--- config.mk ---
export PLATFORM = sky130hd
export DESIGN_NAME = lsu_ctrl_flat
export DESIGN_NICKNAME = d
export VERILOG_FILES = /design/src/rtl/lsu_ctrl_if.sv /design/src/rtl/lsu_ctrl.sv /design/src/flat_wrapper.sv
export SDC_FILE = /design/constraint.sdc
export NUM_CORES = 1
export LEC_CHECK = 0
export ABC_AREA = 1
export CORE_AREA = 2 2 133 232
export CTS_CLUSTER_SIZE = 28
export DETAILED_ROUTE_END_ITERATION = 8
export DIE_AREA = 0 0 135 234
export PLACE_DENSITY = 0.68
export SYNTH_ARGS = -nofsm -noshare
export SYNTH_HDL_FRONTEND = slang
export SYNTH_SLANG_ARGS = --single-unit
--- constraint.sdc ---
create_clock -name clk -period 3.1 [get_ports clk]
set_clock_uncertainty 0.1 [all_clocks]
set_input_delay 0.31 -clock clk [delete_from_list [all_inputs] [get_ports clk]]
set_output_delay 0.31 -clock clk [all_outputs]
set_load 0.005 [all_outputs]
--- src/rtl/lsu_ctrl_if.sv ---
// Purpose: core-side and bus-side signal bundle for lsu_ctrl.
// Latency: none (wires only).
// Backpressure: none; the bus side is a request pulse answered by a response pulse.
// Ports: master = the load/store controller, slave = the core + memory bus environment.
interface lsu_ctrl_if #(
    parameter int XLEN = 32
);
    localparam int NB = XLEN / 8;

    // core side
    logic            enabled;
    logic [3:0]      op;
    logic [XLEN-1:0] vaddr;
    logic [XLEN-1:0] store_data;
    logic            completed;
    logic [XLEN-1:0] result;
    logic            flush_tlb;
    logic            exception_enable;
    logic [4:0]      exception_vec;
    logic [XLEN-1:0] exception_tval;

    // memory bus side
    logic            request_enable;
    logic            mode;
    logic [XLEN-1:0] bus_addr;
    logic [XLEN-1:0] wdata;
    logic [NB-1:0]   wstrb;
    logic            response_enable;
    logic            response_error;
    logic [XLEN-1:0] rdata;

    modport master (
        input  enabled, op, vaddr, store_data,
        input  response_enable, response_error, rdata,
        output completed, result, flush_tlb,
        output exception_enable, exception_vec, exception_tval,
        output request_enable, mode, bus_addr, wdata, wstrb
    );

    modport slave (
        output enabled, op, vaddr, store_data,
        output response_enable, response_error, rdata,
        input  completed, result, flush_tlb,
        input  exception_enable, exception_vec, exception_tval,
        input  request_enable, mode, bus_addr, wdata, wstrb
    );
endinterface

--- src/rtl/lsu_ctrl.sv ---
// Purpose: load/store unit control: decode, alignment checks, byte-lane steering, LR/SC reservation, SFENCE.
// Latency: non-bus ops complete 1 cycle after acceptance; bus ops issue 1 cycle after acceptance, complete 1 cycle after response.
// Backpressure: one op in flight; enabled is only sampled in IDLE; a silent bus is cut off after TIMEOUT wait cycles.
// Ports: clk, rstn (async active-low), lsu (lsu_ctrl_if.master: core request/result + memory bus).
module lsu_ctrl #(
    parameter int XLEN           = 32,
    parameter bit BIG_ENDIAN_BUS = 1'b1,
    parameter int TIMEOUT        = 255
) (
    input  logic       clk,
    input  logic       rstn,
    lsu_ctrl_if.master lsu
);
    localparam int NB   = XLEN / 8;
    localparam int OFFW = $clog2(NB);
    localparam int CNTW = $clog2(TIMEOUT + 1);
    localparam logic [XLEN-1:0] LINE_MASK = {{(XLEN-OFFW){1'b1}}, {OFFW{1'b0}}};

    typedef enum logic [3:0] {
        OP_PASS, OP_LB, OP_LH, OP_LW, OP_LD, OP_LBU, OP_LHU, OP_LWU,
        OP_SB, OP_SH, OP_SW, OP_SD, OP_LR, OP_SC, OP_SFENCE, OP_RSVD
    } op_e;

    typedef enum logic {S_IDLE, S_WAIT} state_e;

    localparam logic [4:0] EXC_ILLEGAL  = 5'd2;
    localparam logic [4:0] EXC_LD_MISAL = 5'd4;
    localparam logic [4:0] EXC_LD_FAULT = 5'd5;
    localparam logic [4:0] EXC_ST_MISAL = 5'd6;
    localparam logic [4:0] EXC_ST_FAULT = 5'd7;

    state_e          state;
    op_e             op_q;
    logic [XLEN-1:0] vaddr_q;
    logic [CNTW-1:0] wait_cnt;
    logic            rsv_vld;
    logic [XLEN-1:0] rsv_addr;

    function automatic logic [3:0] size_of(input op_e o);
        case (o)
            OP_LB, OP_LBU, OP_SB: return 4'd1;
            OP_LH, OP_LHU, OP_SH: return 4'd2;
            OP_LW, OP_LWU, OP_SW: return 4'd4;
            OP_LD, OP_SD:         return 4'd8;
            OP_LR, OP_SC:         return 4'(NB);
            default:              return 4'd0;
        endcase
    endfunction

    // Bus lane carrying address byte offset 'off'; NB is a power of two so ~off == NB-1-off.
    function automatic logic [OFFW-1:0] lane_of(input logic [OFFW-1:0] off);
        return BIG_ENDIAN_BUS ? ~off : off;
    endfunction

    // ---------------- decode of the operation being offered ----------------
    op_e             op_in;
    logic [3:0]      in_size;
    logic            in_load, in_store, in_illegal, in_misal;
    logic [XLEN-1:0] in_line;
    logic [NB-1:0]   st_strb;
    logic [XLEN-1:0] st_data;

    assign op_in = op_e'(lsu.op);

    always_comb begin
        in_size    = size_of(op_in);
        in_load    = op_in inside {OP_LB, OP_LH, OP_LW, OP_LD, OP_LBU, OP_LHU, OP_LWU, OP_LR};
        in_store   = op_in inside {OP_SB, OP_SH, OP_SW, OP_SD, OP_SC};
        // Op 15 is treated as illegal at every width; 64-bit-only ops are illegal on a 32-bit core.
        in_illegal = (op_in == OP_RSVD) ||
                     ((XLEN == 32) && (op_in inside {OP_LD, OP_SD, OP_LWU}));
        // size is a power of two, so (size-1) masks the offset bits that must be zero
        in_misal   = (in_load || in_store) &&
                     ((lsu.vaddr[2:0] & (in_size[2:0] - 3'd1)) != 3'd0);
        in_line    = lsu.vaddr & LINE_MASK;
        st_strb    = '0;
        st_data    = '0;
        for (int i = 0; i < NB; i++) begin
            if (i < int'(in_size) && int'(lsu.vaddr[OFFW-1:0]) + i < NB) begin
                st_strb[lane_of(lsu.vaddr[OFFW-1:0] + OFFW'(i))] = 1'b1;
                st_data[{lane_of(lsu.vaddr[OFFW-1:0] + OFFW'(i)), 3'b000} +: 8] =
                    lsu.store_data[8*i +: 8];
            end
        end
    end

    // ---------------- load data assembly from the latched operation ----------------
    logic [3:0]      q_size;
    logic [XLEN-1:0] ld_raw, ld_val;
    logic            ld_ext, ld_sbit;

    always_comb begin
        q_size = size_of(op_q);
        ld_raw = '0;
        for (int i = 0; i < NB; i++) begin
            if (i < int'(q_size) && int'(vaddr_q[OFFW-1:0]) + i < NB) begin
                ld_raw[8*i +: 8] =
                    lsu.rdata[{lane_of(vaddr_q[OFFW-1:0] + OFFW'(i)), 3'b000} +: 8];
            end
        end
        ld_ext  = 1'b0;
        ld_sbit = 1'b0;
        case (op_q)
            OP_LB:   begin ld_ext = 1'b1; ld_sbit = ld_raw[7];  end
            OP_LH:   begin ld_ext = 1'b1; ld_sbit = ld_raw[15]; end
            OP_LW:   begin ld_ext = 1'b1; ld_sbit = ld_raw[31]; end
            default: ;
        endcase
        // unsigned loads are already zero-extended by ld_raw's default
        ld_val = ld_raw;
        if (ld_ext) begin
            for (int b = 8; b < XLEN; b++) begin
                if (b >= 8 * int'(q_size)) ld_val[b] = ld_sbit;
            end
        end
    end

    // ---------------- control FSM with registered outputs ----------------
    always_ff @(posedge clk or negedge rstn) begin
        if (!rstn) begin
            state                <= S_IDLE;
            op_q                 <= OP_PASS;
            vaddr_q              <= '0;
            wait_cnt             <= '0;
            rsv_vld              <= 1'b0;
            rsv_addr             <= '0;
            lsu.completed        <= 1'b0;
            lsu.result           <= '0;
            lsu.flush_tlb        <= 1'b0;
            lsu.exception_enable <= 1'b0;
            lsu.exception_vec    <= '0;
            lsu.exception_tval   <= '0;
            lsu.request_enable   <= 1'b0;
            lsu.mode             <= 1'b0;
            lsu.bus_addr         <= '0;
            lsu.wdata            <= '0;
            lsu.wstrb            <= '0;
        end else begin
            lsu.completed      <= 1'b0;
            lsu.request_enable <= 1'b0;
            lsu.flush_tlb      <= 1'b0;
            case (state)
                S_IDLE: begin
                    // responses arriving here (late or stray) are deliberately ignored
                    if (lsu.enabled) begin
                        op_q     <= op_in;
                        vaddr_q  <= lsu.vaddr;
                        wait_cnt <= '0;
                        if (in_illegal) begin
                            lsu.completed        <= 1'b1;
                            lsu.exception_enable <= 1'b1;
                            lsu.exception_vec    <= EXC_ILLEGAL;
                            lsu.exception_tval   <= '0;
                        end else if (in_misal) begin
                            lsu.completed        <= 1'b1;
                            lsu.exception_enable <= 1'b1;
                            lsu.exception_vec    <= in_store ? EXC_ST_MISAL : EXC_LD_MISAL;
                            lsu.exception_tval   <= lsu.vaddr;
                        end else begin
                            lsu.exception_enable <= 1'b0;
                            lsu.exception_vec    <= '0;
                            lsu.exception_tval   <= '0;
                            case (op_in)
                                OP_PASS: begin
                                    lsu.result    <= lsu.store_data;
                                    lsu.completed <= 1'b1;
                                end
                                OP_SFENCE: begin
                                    lsu.flush_tlb <= 1'b1;
                                    lsu.completed <= 1'b1;
                                    rsv_vld       <= 1'b0;
                                end
                                default: begin
                                    if (op_in == OP_SC) rsv_vld <= 1'b0;
                                    if (op_in == OP_SC && !(rsv_vld && rsv_addr == in_line)) begin
                                        lsu.result    <= XLEN'(1);
                                        lsu.completed <= 1'b1;
                                    end else begin
                                        // store data is steered into wdata here, so wdata
                                        // doubles as the latched copy of store_data
                                        lsu.request_enable <= 1'b1;
                                        lsu.mode           <= in_store;
                                        lsu.bus_addr       <= in_line;
                                        lsu.wdata          <= in_store ? st_data : '0;
                                        lsu.wstrb          <= in_store ? st_strb : '0;
                                        state              <= S_WAIT;
                                    end
                                end
                            endcase
                        end
                    end
                end
                S_WAIT: begin
                    if (lsu.response_enable || wait_cnt == CNTW'(TIMEOUT - 1)) begin
                        lsu.completed <= 1'b1;
                        state         <= S_IDLE;
                        if (!lsu.response_enable || lsu.response_error) begin
                            lsu.exception_enable <= 1'b1;
                            lsu.exception_vec    <= lsu.mode ? EXC_ST_FAULT : EXC_LD_FAULT;
                            lsu.exception_tval   <= vaddr_q;
                        end else if (!lsu.mode) begin
                            lsu.result <= ld_val;
                            if (op_q == OP_LR) begin
                                rsv_vld  <= 1'b1;
                                rsv_addr <= lsu.bus_addr;
                            end
                        end else if (op_q == OP_SC) begin
                            lsu.result <= '0;
                        end
                        if (lsu.mode && rsv_addr == lsu.bus_addr) rsv_vld <= 1'b0;
                    end else begin
                        wait_cnt <= wait_cnt + 1'b1;
                    end
                end
                default: state <= S_IDLE;
            endcase
        end
    end
endmodule

--- src/flat_wrapper.sv ---
// flat-port wrapper written by rule: the top's interface ports become plain ports
module lsu_ctrl_flat 
#(
    parameter int XLEN           = 32,
    parameter bit BIG_ENDIAN_BUS = 1'b1,
    parameter int TIMEOUT        = 255
)
  (clk, rstn, lsu_enabled, lsu_op, lsu_vaddr, lsu_store_data, lsu_response_enable, lsu_response_error, lsu_rdata, lsu_completed, lsu_result, lsu_flush_tlb, lsu_exception_enable, lsu_exception_vec, lsu_exception_tval, lsu_request_enable, lsu_mode, lsu_bus_addr, lsu_wdata, lsu_wstrb);
  lsu_ctrl_if #(.XLEN(XLEN)) lsu_i ();
  input  logic clk;
  input  logic rstn;
  input wire logic [$bits(lsu_i.enabled)-1:0] lsu_enabled;
  input wire logic [$bits(lsu_i.op)-1:0] lsu_op;
  input wire logic [$bits(lsu_i.vaddr)-1:0] lsu_vaddr;
  input wire logic [$bits(lsu_i.store_data)-1:0] lsu_store_data;
  input wire logic [$bits(lsu_i.response_enable)-1:0] lsu_response_enable;
  input wire logic [$bits(lsu_i.response_error)-1:0] lsu_response_error;
  input wire logic [$bits(lsu_i.rdata)-1:0] lsu_rdata;
  output wire logic [$bits(lsu_i.completed)-1:0] lsu_completed;
  output wire logic [$bits(lsu_i.result)-1:0] lsu_result;
  output wire logic [$bits(lsu_i.flush_tlb)-1:0] lsu_flush_tlb;
  output wire logic [$bits(lsu_i.exception_enable)-1:0] lsu_exception_enable;
  output wire logic [$bits(lsu_i.exception_vec)-1:0] lsu_exception_vec;
  output wire logic [$bits(lsu_i.exception_tval)-1:0] lsu_exception_tval;
  output wire logic [$bits(lsu_i.request_enable)-1:0] lsu_request_enable;
  output wire logic [$bits(lsu_i.mode)-1:0] lsu_mode;
  output wire logic [$bits(lsu_i.bus_addr)-1:0] lsu_bus_addr;
  output wire logic [$bits(lsu_i.wdata)-1:0] lsu_wdata;
  output wire logic [$bits(lsu_i.wstrb)-1:0] lsu_wstrb;
  assign lsu_i.enabled = lsu_enabled;
  assign lsu_i.op = lsu_op;
  assign lsu_i.vaddr = lsu_vaddr;
  assign lsu_i.store_data = lsu_store_data;
  assign lsu_i.response_enable = lsu_response_enable;
  assign lsu_i.response_error = lsu_response_error;
  assign lsu_i.rdata = lsu_rdata;
  assign lsu_completed = lsu_i.completed;
  assign lsu_result = lsu_i.result;
  assign lsu_flush_tlb = lsu_i.flush_tlb;
  assign lsu_exception_enable = lsu_i.exception_enable;
  assign lsu_exception_vec = lsu_i.exception_vec;
  assign lsu_exception_tval = lsu_i.exception_tval;
  assign lsu_request_enable = lsu_i.request_enable;
  assign lsu_mode = lsu_i.mode;
  assign lsu_bus_addr = lsu_i.bus_addr;
  assign lsu_wdata = lsu_i.wdata;
  assign lsu_wstrb = lsu_i.wstrb;
  lsu_ctrl #(.XLEN(XLEN), .BIG_ENDIAN_BUS(BIG_ENDIAN_BUS), .TIMEOUT(TIMEOUT)) u_core (.clk(clk), .rstn(rstn), .lsu(lsu_i));
endmodule
==> results of run 1 <==
[sequential cells by signal, indices dropped and copies added, names as in the netlist, 3 cells and up]
signal	cells
u_core.lsu.bus_addr	30
u_core.op_q	4
u_core.lsu.wdata	32
u_core.wait_cnt	8
u_core.rsv_addr	30
u_core.lsu.wstrb	4
u_core.vaddr_q	32
u_core.lsu.exception_vec	3
u_core.lsu.result	32
u_core.lsu.exception_tval	32
[synth_stat cells (5+ instances only)]
cell type,n
nand2_1,656
dfrtp_1,214
o21ai_0,191
inv_1,171
nand3_1,150
nor2_1,84
a21oi_1,79
clkbuf_1,68
nand4_1,54
nor4_1,35
o211ai_1,30
buf_2,21
nor3_1,17
ha_1,15
xor2_1,15
clkinv_1,12
xnor2_1,12
buf_4,11
inv_2,9
o22ai_1,8
buf_6,6
o2111ai_1,6
nor2_2,5
[path summary, 6_finish.rpt]
path                                      start                             to  depth (start not counted)
max in group asynchronous                  rstn        u_core.lsu.bus_addr[10]                          3
setup / recovery              u_core.vaddr_q[1]          u_core.lsu.result[26]                         12
setup reg to reg              u_core.vaddr_q[1]          u_core.lsu.result[26]                         12
min in group clk                  lsu_vaddr[15]  u_core.lsu.exception_tval[15]                          3
hold / removal                             rstn          u_core.lsu.result[29]                          2
hold reg to reg            u_core.lsu.result[4]           u_core.lsu.result[4]                          2
[power by group through the flow]
stage          registers (W)  logic (W)  clock network (W)
6_report             0.00394    0.00352            0.00278
4_1_cts              0.00394    0.00353            0.00283
3_5_place_dp         0.00398    0.00351                  0
3_3_place_gp         0.00397    0.00347                  0
5_1_grt              0.00401    0.00388            0.00292
2_1_floorplan        0.00386    0.00166                  0
[cells by family (layout without fill, tap and decap cells)]
family,Yosys count,count (layout),share of synthesized area [%]
buf+inv,299,569,9.35
other cells,1,5,0.0284
xor+xnor,27,27,1.79
mux,4,4,0.341
flops,214,214,40.5
simple gates,1018,1018,33.1
fa+ha+maj,15,15,1.42
compound gates,325,325,13.4
[critical path, delay by kind of cell (launching register included)]
family,cells,cell delay [ns]
AND/OR/NAND/NOR,7,1.28
adder cells (fa/ha/maj),1,0.28
buffers and inverters,3,0.59
AO/OA/AOI/OAI,1,0.09
flip-flops,1,0.37
[per-layer routing]
| metal | vias to the layer above | wire, um | share of wire, % | GRT usage, % |
|---|---|---|---|---|
| met5 | - | 0 | 0 | 0 |
| met4 | 0 | 3920 | 7.6 | 20.6 |
| met3 | 186 | 2980 | 5.8 | 4.09 |
| met2 | 618 | 26900 | 52 | 60.7 |
| met1 | 6618 | 17700 | 34 | 33.2 |
| li1 | 6737 | - | - | - |
[what timing repair did]
item                      4_1_cts  5_1_grt
gates resized for setup         0        0
hold buffers                    1        0
hold endpoints to repair       87        0
[final cells by class]
type	instances	area, um2
fill	2863	12600
multi-input combinational	1393	6640
sequential	214	5360
timing repair buffer	339	3280
inverter	192	721
clock buffer	31	636
tap	387	484
clock inverter	7	101
antenna	1	2.50
[stage by stage]
step	power [W]	cells	setup WS [ns]	hold WS (ns)
after floorplan	0.00551	1906	0.514	-0.0856
after global placement	0.00743	2524	-0.116	0.274
after detailed placement	0.00749	2524	-0.174	0.277
after CTS	0.0103	2563	0.303	0.294
after global routing	0.0108	2564	0.0338	0.340
final	0.0102	2564	0.267	0.258
==> reports/qor.yml, run 1 <==
outcome:
  status: "finished clean"
sta:
  period_minus_slack_ns: 2.83
  fmax_ghz: 0.353
  rsz0062_at_grt: "false"
  final_hold_viol_count: 0
  min_period_over_period_pct: 91.4
  finalMaxSlewViolations: 0
  worst_slew_pin_slew_ns: 0.857
  setup_viol: 0
  final.setup.tns_ns: 0
  relSlewSlack_pct: 42.5
synth:
  avgSynthCellArea_um2: 6.94
  synth-main-ff-cell: "dfrtp_1"
  synth_area_um2: 13200
  ys_ff_latch: 214
  synth-edff-count: 0
  postSynthCellCount: 1903
  synth_top_area_share_pct: 40.5
  yosysTopAreaCell: "dfrtp_1"
  yosysUniqueCellTypes: 42
  ys.warnings.count: 0
  ys_seq_area_share_pct: 40.5
  synthTopCellsByArea: "dfrtp_1, nand2_1, o21ai_0"
  async_reset_ff_share_pct: 100
pwr:
  power.switching_w: 0.00366
  p_comb_share_pct: 34.4
  power_leakage_nw: 8.30
  power_density_nw_per_um2: 595
  internal_power_w: 0.00659
  p_sw_share_pct: 35.7
  ir_drop_v: 0.000432
  seqPwrFrac_pct: 38.5
  clockPowerShare_pct: 27.1
grt:
  grt_pass1_wl_mm: 78.1
  grt_antenna_before_repair: 1
  grt_overflow: 0
  grt_pass1_vias: 13768
  grt_max_degree: 92
  grtUsageTotal_pct: 32.3
clock_network:
  htree_levels: 1
  path_clk_slew_ns: 0.06
  clock-root-buffer: "clkbuf_16"
  cts_setup_buffers: 0
  tritoncts: "yes"
  clockBufferDepth: 3
  clk_latency_ns: 0.54
  cts_made_buffers: 23
  cts_sinks: 214
setup_path:
  cpMaxStageDelayCell: "nand4_1"
  end_kind: "flop"
  worstSetupStartpointType: "flop"
  cp.required_ns: 3.42
  ff2ff_setup_slack_ns: 0.27
  arrival_ns: 3.16
  slowest_delay_ns: 0.55
  crit_path_max_fanout: 16
  worstPathCellList: "inv_1 > ha_1 > inv_1 > nand3_1 > o21ai_0 > inv_1 > nand3_1 > nand4_1 > nand3_1 > nand2_1 > nand3_1 > nand2_1"
  worst_path_most_repeated_cell: "nand3_1"
  path_class: "reg -> reg"
die:
  die_y_um: 234
  initial_utilization_pct: 44.3
  die_w_um: 135
  io_pins: 247
  core-area_um2: 29800
  rows: 84
  dieArea_um2: 31600
layout:
  layout-drive-gt1-share_pct: 7.58
  final_common_cell: "nand2_1"
  area_growth_pct: 30.4
  nets: 2283
  postLayoutCoreUtil_pct: 57.7
  fin_area_um2: 17200
  final_cell_mix: "nand2_1, clkdlybuf4s50_1, dfrtp_1, o21ai_0, inv_1"
drt:
  wl_mm: 51.5
  drtIter0Drc: 1165
  via_count: 14159
  antenna_left: 0
  avgRoutedWirePerCell_um: 20.1
  viasPerCell: 5.52
  drc: 0
  drt_pre_antenna_iters: 6
place:
  place_hpwl_mm: 39.1
  gp_congestion: 0.984
  numPortBuffers: 242
  dpl_cell_area_um2: 16500
flow_run:
  drv_cap: 0
min_path:
  min_path_type: "in -> async"
Power figures use the tool's default switching activity.
==> inputs of run 2 (changes only) <==
--- a/config.mk
+++ b/config.mk
@@ -6,6 +6,7 @@
 export NUM_CORES = 1
 export LEC_CHECK = 0
 export ABC_AREA = 1
+export CAP_MARGIN = 25
 export CORE_AREA = 2 2 133 232
 export CTS_CLUSTER_SIZE = 28
 export DETAILED_ROUTE_END_ITERATION = 8
==> results of run 2 <==
The final DEF is identical to that of run 1; final timing and power are the same.
==> inputs of run 3 (changes only) <==
--- a/config.mk
+++ b/config.mk
@@ -7,11 +7,11 @@
 export LEC_CHECK = 0
 export ABC_AREA = 1
 export CAP_MARGIN = 25
-export CORE_AREA = 2 2 133 232
+export CORE_AREA = 2 2 123 214
 export CTS_CLUSTER_SIZE = 28
 export DETAILED_ROUTE_END_ITERATION = 8
-export DIE_AREA = 0 0 135 234
-export PLACE_DENSITY = 0.68
+export DIE_AREA = 0 0 125 216
+export PLACE_DENSITY = 0.78
 export SYNTH_ARGS = -nofsm -noshare
 export SYNTH_HDL_FRONTEND = slang
 export SYNTH_SLANG_ARGS = --single-unit
==> constraint.sdc (replaced) <==
create_clock -name clk -period 3.1 [get_ports clk]
set_clock_uncertainty 0.1 [all_clocks]
set_input_delay 0.31 -clock clk [delete_from_list [all_inputs] [get_ports clk]]
set_output_delay 0.31 -clock clk [all_outputs]
set_load 0.1 [all_outputs]
==> run 3 against run 2 <==
Non-clock buffer count down 4. Hold slack lost 0.0048 ns. Sequential share of layout area increased by 0.84 points. Register-to-register slack lost 0.08 ns.
==> reports/qor.yml, run 3 (synthesis results as in run 1) <==
layout:
  area_growth_pct: 26.9
  layout-drive-gt1-share_pct: 13.8  # +6.2 points
  postLayoutCoreUtil_pct: 66.4  # +8.7 points
  fin_area_um2: 16800  # -2.6%
  final_common_cell: "nand2_1"
  fill_cells: 2271  # -21%
  final_cell_mix: "nand2_1, buf_4, dfrtp_1, o21ai_0, inv_1"
  final_cells: 2488  # -3.0%
  nets: 2277  # -0.26%
drt:
  via_count: 14371  # +1.5%
  drt_pre_antenna_iters: 7  # +1
  antenna_left: 0  # unchanged
  drc: 0  # unchanged
  viasPerCell: 5.78  # +4.6%
  wl_mm: 49.6  # -3.7%
  avgRoutedWirePerCell_um: 19.9  # -0.73%
  drtIter0Drc: 1143  # -1.9%
sta:
  final_hold_viol_count: 0  # unchanged
  finalMaxSlewViolations: 0  # unchanged
  period_minus_slack_ns: 2.91  # +0.0755 ns
  worst_slew_pin_slew_ns: 0.686  # -0.171 ns
  holdWs_ns: 0.253  # -0.00484 ns
  setup_viol: 0  # unchanged
  fmax_ghz: 0.344  # -2.6%
  rsz0062_at_grt: "false"
  min_period_over_period_pct: 93.8  # +2.4 points
  relSlewSlack_pct: 54.1  # +12 points
  fin_ws_ns: 0.192  # -0.0755 ns
clock_network:
  ctsResizeCount: 0  # unchanged
  cts_sinks: 214  # unchanged
  tritoncts: "yes"
  clock-root-buffer: "clkbuf_16"
  clockBufferDepth: 3  # unchanged
  clk_latency_ns: 0.51  # -0.03 ns
  path_clk_slew_ns: 0.07  # about the same
  htree_levels: 1  # unchanged
  cts_made_buffers: 21  # -8.7%
place:
  dpl_cell_area_um2: 16000  # -2.7%
  numPortBuffers: 242  # unchanged
  gp_congestion: 0.982  # -0.20%
  place_ws_ns: -0.0713  # +0.103 ns
  place_hpwl_mm: 37.5  # -3.9%
  place_inst: 2448  # -3.0%
die:
  dieArea_um2: 27000  # -15%
  die_w_um: 125  # -7.4%
  core-area_um2: 25200  # -15%
  initial_utilization_pct: 52.3  # +8.1 points
  rows: 77  # -8.3%
  die_y_um: 216  # -7.7%
  io_pins: 247  # unchanged
flow_run:
  drv_cap: 0  # unchanged
setup_path:
  cp-startpoint: "u_core.vaddr_q[0]"
  end_kind: "flop"
  crit_path_end: "u_core.lsu.result[25]"
  r2r-end: "u_core.lsu.result[25]"
  rr_worst_depth: 12  # unchanged
  path_class: "reg -> reg"
  crit_path_max_fanout: 16  # unchanged
  cp.required_ns: 3.39  # -0.03 ns
  arrival_ns: 3.20  # +0.04 ns
  ff2ff_setup_slack_ns: 0.19  # -0.08 ns
  r2r-start: "u_core.vaddr_q[0]"
  worstSetupStartpointType: "flop"
pwr:
  ir_drop_v: 0.000707  # +64%
  power_leakage_nw: 8.50  # +2.4%
  power_density_nw_per_um2: 786  # +32%
grt:
  grt_pass1_wl_mm: 76.2  # -2.5%
  grt_max_degree: 73  # -21%
  grtUsageTotal_pct: 36.0  # +3.7 points
  grt_pass1_vias: 14019  # +1.8%
  grt_overflow: 0  # unchanged
  grt_antenna_before_repair: 1  # unchanged
min_path:
  min_path_type: "in -> async"
outcome:
  status: "finished clean"
run 3: cell types whose count changed in the layout (fill, tap and decap cells not counted), sizes merged:
cell	change
buf	+134
clkinv	+1
bufinv	+1
clkdlybuf4s50	-138
clkinvlp	+1
inv	-2
clkbuf	-2
run 3: worst min path at each step:
stage,start,to
6_report,rstn,u_core.vaddr_q[1]
4_1_cts,rstn,u_core.vaddr_q[1]
3_3_place_gp,rstn,u_core.vaddr_q[1]
2_1_floorplan,rstn,u_core.lsu.bus_addr[10]
3_5_place_dp,rstn,u_core.vaddr_q[1]
5_1_grt,rstn,u_core.vaddr_q[1]
run 3: metrics by stage:
stage / TNS, ns / power (W)
2_1_floorplan: 0 / 0.00856
5_1_grt: 0 / 0.0137
6_report: 0 / 0.0132
3_5_place_dp: -1.87 / 0.0104
4_1_cts: 0 / 0.0132
3_3_place_gp: 0 / 0.0104
run 3: where the power goes:
part	switching (W)	internal, W	total, W	leakage (nW)
clock network	0.00113	0.00160	0.00273	0.347
logic	0.00507	0.00146	0.00653	5.48
registers	0.000544	0.00339	0.00393	2.67
total	0.00674	0.00644	0.0132	8.50
run 3: per-layer routing:
layer / part of all wire (%) / vias up / track usage [%] / wire length, um
met5: 0 / - / 0 / 0
met4: 8.8 / 0 / 25.9 / 4370
met3: 5.9 / 244 / 3.87 / 2940
met2: 51 / 781 / 64.6 / 25100
met1: 35 / 6627 / 38.9 / 17200
li1: - / 6719 / - / -
run 3: what timing repair did:
| action | 4_1_cts | 5_1_grt |
|---|---|---|
| hold buffers | 1 | 0 |
| endpoints found under the setup margin | 0 | 0 |
| setup buffers | 0 | 0 |
| endpoints found under the hold margin | 69 | 0 |
run 3: layout make-up:
| type | instances | area [um2] | area share (%) |
|---|---|---|---|
| Tap cell | 316 | 395 | 2.36 |
| Clock buffer | 29 | 596 | 3.55 |
| Inverter | 192 | 721 | 4.30 |
| Clock inverter | 8 | 124 | 0.739 |
| Sequential cell | 214 | 5360 | 31.9 |
| Multi-Input combinational cell | 1393 | 6640 | 39.6 |
| Antenna cell | 1 | 2.50 | 0.0149 |
| Timing Repair Buffer | 335 | 2940 | 17.5 |
run 3: critical path: stages (launching register included):
cell and delay (ns):
dfrtp_1 0.36, clkinv_1 0.09, ha_1 0.31, inv_1 0.35, nand3_1 0.12, o21ai_0 0.09
inv_1 0.10, nand3_1 0.09, nand4_1 0.56, nand3_1 0.33, nand2_1 0.12, nand3_1 0.10
nand2_1 0.06
